`config.mk`:
```
export PLATFORM = sky130hd
export DESIGN_NAME = arm_regfile_sb
export DESIGN_NICKNAME = d
export VERILOG_FILES = /design/src/rtl/arm_regfile_sb.sv
export SDC_FILE = /design/constraint.sdc
export NUM_CORES = 2
export LEC_CHECK = 0
export ABC_AREA = 0
export BUFFER_PORTS_ARGS = -buffer_cell sky130_fd_sc_hd__buf_2
export CAP_MARGIN = 0
export CORE_MARGIN = 2
export CORE_UTILIZATION = 50
export CTS_CLUSTER_DIAMETER = 80
export DETAILED_ROUTE_END_ITERATION = 8
export PLACE_DENSITY = 0.67
export SYNTH_ARGS = -nofsm -noshare
export SYNTH_HDL_FRONTEND = slang
export SYNTH_SLANG_ARGS = --single-unit
```
`constraint.sdc`:
```
create_clock -name clk -period 5.16 [get_ports clk]
set_input_delay 0 -clock clk [delete_from_list [all_inputs] [get_ports clk]]
set_output_delay 0 -clock clk [all_outputs]
set_load 0.02 [all_outputs]
```
`src/rtl/arm_regfile_sb.sv`:
```
// arm_regfile_sb: multi-read-port register file for the ID stage. Each register
// has a small counter of writes that are still in flight. The counters drive the
// read-after-write busy flags and the issue stall, so no separate hazard
// comparator chain is needed. Same-cycle writeback data can optionally be
// forwarded to the read ports.
module arm_regfile_sb #(
  parameter int DATA_W     = 32,
  parameter int ADDR_W     = 4,
  parameter int NUM_RD     = 3,
  parameter int CNT_W      = 2,
  parameter int BYPASS     = 1,
  parameter int RESET_MODE = 1
) (
  input  logic                     clk,
  input  logic                     rst,
  input  logic [NUM_RD*ADDR_W-1:0] rd_addr,
  output logic [NUM_RD*DATA_W-1:0] rd_data,
  output logic [NUM_RD-1:0]        rd_busy,
  input  logic                     iss_en,
  input  logic [ADDR_W-1:0]        iss_addr,
  output logic                     iss_stall,
  input  logic                     wb_en,
  input  logic [ADDR_W-1:0]        wb_addr,
  input  logic [DATA_W-1:0]        wb_data,
  input  logic                     flush
);

  localparam int DEPTH = 2**ADDR_W;
  localparam logic [CNT_W-1:0] CNT_MAX  = {CNT_W{1'b1}};
  localparam logic [CNT_W-1:0] CNT_ZERO = {CNT_W{1'b0}};
  localparam logic [CNT_W-1:0] CNT_ONE  = CNT_W'(1);

  logic [DATA_W-1:0] r_data [DEPTH];
  logic [CNT_W-1:0]  r_cnt  [DEPTH];
  logic              w_stall;
  logic [DEPTH-1:0]  w_inc;
  logic [DEPTH-1:0]  w_dec;
  logic [ADDR_W-1:0] w_ra   [NUM_RD];
  logic [NUM_RD-1:0] w_hit;

  // Refuse an issue whose destination already has the maximum in-flight writes.
  always_comb begin
    w_stall = 1'b0;
    if (iss_en && (r_cnt[iss_addr] == CNT_MAX)) begin
      w_stall = 1'b1;
    end else begin
      w_stall = 1'b0;
    end
  end

  assign iss_stall = w_stall;

  // Per-register increment (accepted issue) and decrement (writeback of a pending result).
  always_comb begin
    w_inc = {DEPTH{1'b0}};
    w_dec = {DEPTH{1'b0}};
    for (int i = 0; i < DEPTH; i++) begin
      w_inc[i] = iss_en && (iss_addr == ADDR_W'(i)) && !w_stall;
      w_dec[i] = wb_en && (wb_addr == ADDR_W'(i)) && (r_cnt[i] != CNT_ZERO);
    end
  end

  // Register storage: reset pattern, then one writeback per cycle to any address.
  always_ff @(posedge clk or negedge rst) begin
    if (!rst) begin
      for (int i = 0; i < DEPTH; i++) begin
        r_data[i] <= (RESET_MODE == 1) ? DATA_W'(i) : {DATA_W{1'b0}};
      end
    end else if (wb_en) begin
      r_data[wb_addr] <= wb_data;
    end else begin
      r_data[wb_addr] <= r_data[wb_addr];
    end
  end

  // Pending-write counters: flush clears everything, issue and writeback on the same register cancel.
  always_ff @(posedge clk or negedge rst) begin
    if (!rst) begin
      for (int i = 0; i < DEPTH; i++) begin
        r_cnt[i] <= CNT_ZERO;
      end
    end else if (flush) begin
      for (int i = 0; i < DEPTH; i++) begin
        r_cnt[i] <= CNT_ZERO;
      end
    end else begin
      for (int i = 0; i < DEPTH; i++) begin
        if (w_inc[i] && !w_dec[i]) begin
          r_cnt[i] <= r_cnt[i] + CNT_ONE;
        end else if (w_dec[i] && !w_inc[i]) begin
          r_cnt[i] <= r_cnt[i] - CNT_ONE;
        end else begin
          r_cnt[i] <= r_cnt[i];
        end
      end
    end
  end

  // Unpack read addresses and flag ports that see the current writeback.
  always_comb begin
    w_hit = {NUM_RD{1'b0}};
    for (int k = 0; k < NUM_RD; k++) begin
      w_ra[k]  = rd_addr[k*ADDR_W +: ADDR_W];
      w_hit[k] = (BYPASS == 1) && wb_en && (wb_addr == w_ra[k]);
    end
  end

  // Read data and busy per port; the forwarded last pending result clears busy
  // unless a fresh issue to the same register is being accepted this cycle.
  always_comb begin
    rd_data = {(NUM_RD*DATA_W){1'b0}};
    rd_busy = {NUM_RD{1'b0}};
    for (int k = 0; k < NUM_RD; k++) begin
      if (w_hit[k]) begin
        rd_data[k*DATA_W +: DATA_W] = wb_data;
      end else begin
        rd_data[k*DATA_W +: DATA_W] = r_data[w_ra[k]];
      end
      if (r_cnt[w_ra[k]] == CNT_ZERO) begin
        rd_busy[k] = 1'b0;
      end else if (w_hit[k] && (r_cnt[w_ra[k]] == CNT_ONE) && !w_inc[w_ra[k]]) begin
        rd_busy[k] = 1'b0;
      end else begin
        rd_busy[k] = 1'b1;
      end
    end
  end

endmodule

```
==> run_results.csv <==
group,metric,value,unit
detailed_routing,wl_per_cell,30.0,um
detailed_routing,dr.pass1.iters,6,
timing,grt_setup_unrepaired,"false",
timing,timing.slew.headroom,0.194,
timing,period_share,0.625,
critical_path,critical_path.startpoint,"r_cnt[19]",
synthesis,synth_most_common_cell,"mux4_2",
critical_path,path_cells,"and2_1 -> mux4_2 -> nor4_1 -> nor4bb_1 -> a2111oi_0 -> o21a_1 -> buf_2",
status,outcome,"completed",
detailed_routing,dr.max_layer_used,"met4",
synthesis,synth_nets,3113,
critical_path,timing_worst_setup_path_type,"reg -> out",
timing,fin_setup_tns,0,ns
cells_and_area,multiInputGateArea,24800,um^2
clocking,post_cts_setup_inserts,0,
detailed_routing,met2_length,59500,um
detailed_routing,routed-wl-met3,13200,um
clocking,cts_htree_levels,2,
synthesis,number_of_enable_flip_flop_cells_after_synthesis,0,
clocking,postCtsHoldBufs,38,
synthesis,post_synth_most_frequent_cells,"mux4_2, dfrtp_1, nor2_1",
cells_and_area,synthesis_to_finish_area_growth,9.16,%
critical_path,r2r_end,"r_cnt[15]",
synthesis,synth_sequential_area_ratio,0.341,
synthesis,yosysTopAreaCellShare,0.375,
floorplan,fp.coreArea,79100,um^2
synthesis,post_synthesis_cell_area,40000,um^2
grt,grt_start_max_net_pins,174,
timing,finalHoldViolCount,0,
detailed_routing,vias,29200,
clocking,numCtsBuffers,61,
flow_run,drv_cap,0,
critical_path,reg2reg_slack,2.53,ns
cells_and_area,register_area,13700,um^2
clocking,clk_slew_on_worst_s_h_paths,0.06,ns
detailed_routing,drt_first_iter_violations,3829,
synthesis,synthDominantAreaCellType,"mux4_2",
synthesis,ys_warn_count,0,
timing,drv_slew,0,
placed_design,hpwl,70900,um
critical_path,crit_required,5.16,ns
min_path,startpoint_of_the_most_critical_hold_path,"iss_addr[0]",
critical_path,start_kind,"register",
clocking,insertion_delay,0.66,ns
min_path,whs_path_depth,5,
power_and_ir_drop,total_switching_power,0.00617,W
power_and_ir_drop,irDropWorstVdd,0.268,mV
detailed_routing,avgViaCountPerCell,7.07,
detailed_routing,drt_drc_violations_left,0,
critical_path,critical_path_maximum_fanout,7,
cells_and_area,nNetsFinal,3090,
power_and_ir_drop,comb_power_share,0.367,
critical_path,critical-path-max-stage-delay,0.56,ns
synthesis,synth_cell_types,57,
critical_path,critical_path.reg2reg.startpoint,"r_cnt[19]",
critical_path,data_arrival_time_at_the_worst_slack_endpoint,3.23,ns
grt,grt_pass1_vias,29700,
cells_and_area,fraction_of_layout_cells_with_a_size_suffix_above_1,0.477,
synthesis,synth_area_per_cell,13.1,um^2
power_and_ir_drop,pwr-share-clk,0.256,
critical_path,timing.reg2reg.worst_path_depth,6,
power_and_ir_drop,internal_power,0.0116,W
placed_design,portBuffers,156,
min_path,hold_path_end,"r_cnt[21]",
detailed_routing,wirelength,124000,um
grt,global_route_wire_length_before_repair,188000,um
clocking,cts-root-buf,"clkbuf_16",
timing,skew,0.0395,ns
synthesis,ys_top_cells_by_area,"mux4_2, dfrtp_1, a21oi_2",
cells_and_area,n_fill_cell,6383,
floorplan,die_w,287,um
timing,setup_viol_count_final,0,
synthesis,total_of_flip_flops_plus_latches_after_synthesis,544,
clocking,clkSinkCount,544,
power_and_ir_drop,swShare,0.347,
detailed_routing,length_of_routed_wiring_on_met1,46000,um
clocking,tritoncts_clock_tree,"built",
detailed_routing,detail-route-antenna-nets,0,
power_and_ir_drop,sequentialPowerShare,0.377,
power_and_ir_drop,pnr_total_power,0.0178,W
floorplan,die-area,82300,um^2
timing,worst_pin_slew,1.21,ns
floorplan,die_h,287,um
clocking,cts_resized,0,
critical_path,timing.critical_path.to_type,"output port",
grt,antenna_found_initial,0,
synthesis,syn_inst,3056,
floorplan,rows,103,
synthesis,synthArstFlopShare,1.00,
synthesis,synth_flop_cell,"dfrtp_1",
power_and_ir_drop,power.density_cell_area,407,nW/um^2
floorplan,start_util,0.505,
clocking,clk_path_buf_depth,3,
timing,period_minus_slack,3.23,ns
grt,overflow,0,
timing,max_freq,0.310,GHz
critical_path,worst_path_max_delay_cell,"mux4_2",
floorplan,floorplan.io_pins,157,
power_and_ir_drop,power.leakage,15.8,nW
grt,gr-usage-all-layers,0.305,
min_path,hp-class,"in -> reg",
placed_design,gp_congestion,0.927,
## through the flow
stage | area (um^2) | utilization | hold WS, ns | cells | worst slack, ns
after detailed placement | 41200 | 0.521 | 0.0744 | 3982 | 1.77
after CTS | 43600 | 0.552 | 0.0479 | 4132 | 1.97
after global routing | 43600 | 0.552 | 0.128 | 4132 | 1.75
after floorplan | 40000 | - | -0.296 | 3056 | 2.95
final | 43700 | 0.552 | 0.0906 | 4134 | 1.93
after global placement | 41200 | 0.521 | 0.0707 | 3982 | 1.89
## sequential cells by signal, indices dropped and copies added, names as in the netlist
signal and flops:
r_data 512, r_cnt 32
## cell usage in the layout, fill, tap and decap left out, drive strengths merged, types with 6 or more instances in the layout
cell type,Yosys,layout
mux4,666,666
dfrtp,512,512
nor2,399,399
a21oi,386,386
buf,160,212
nand2,198,198
o21ai,186,186
mux2,97,97
clkbuf,176,82
mux2i,41,41
dlygate4sd3,0,38
dfstp,32,32
xnor2,22,22
clkinv,0,19
nor4,15,15
xor2,14,14
nor3,14,14
and4b,10,10
and2,10,10
nand4,9,9
nand3,9,9
nor3b,9,9
nand3b,8,8
nand2b,8,8
bufinv,0,8
nand4b,6,6
a21o,6,6
## cells by family after synthesis
| family | Yosys count | synth area share |
|---|---|---|
| AO/OA/AOI/OAI | 606 | 0.107 |
| XOR/XNOR | 36 | 0.00788 |
| buffers and inverters | 342 | 0.0420 |
| flip-flops | 544 | 0.341 |
| multiplexers | 804 | 0.423 |
| AND/OR/NAND/NOR | 724 | 0.0787 |
## final cells by class
type / instances / area share
clock buffers: 82 / 0.0384
well taps: 1050 / 0.0301
repair buffers: 250 / 0.0415
multi-input cells: 2170 / 0.567
diodes: 2 / 0.000115
clock inverters: 30 / 0.00909
flip-flops and latches: 544 / 0.313
inverters: 6 / 0.000545
## power by group through the flow
stage / Clock [W] / Combinational [W] / Sequential [W]
floorplan: 0 / 0.00520 / 0.00629
global placement: 0 / 0.00630 / 0.00652
detailed placement: 0 / 0.00646 / 0.00670
CTS: 0.00462 / 0.00651 / 0.00664
global route: 0.00479 / 0.00694 / 0.00686
finish: 0.00455 / 0.00652 / 0.00671
## metal layers
| metal | GRT usage | vias to the layer above |
|---|---|---|
| met2 | 0.484 | 1878 |
| met3 | 0.0730 | 387 |
| li1 | - | 11900 |
| met5 | 0 | - |
| met1 | 0.406 | 15100 |
| met4 | 0.131 | 0 |
## how the worst max path moves through the flow
| stage | endpoint | slack [ns] | cells after the start |
|---|---|---|---|
| finish | rd_busy[1] | 1.93 | 7 |
| global route | rd_busy[0] | 1.75 | 7 |
| CTS | rd_busy[0] | 1.97 | 7 |
| detailed placement | r_data[130] | 1.77 | 6 |
| global placement | r_data[134] | 1.89 | 6 |
| floorplan | rd_data[12] | 2.95 | 6 |
## critical path, delay by kind of cell (launching register included)
kind,cells,cell delay [ns]
AND/OR/NAND/NOR,3,0.66
multiplexers,1,0.56
buffers and inverters,1,0.18
AO/OA/AOI/OAI,2,0.73
flip-flops,1,0.45
No activity file was read; power rests on OpenSTA's default activity.
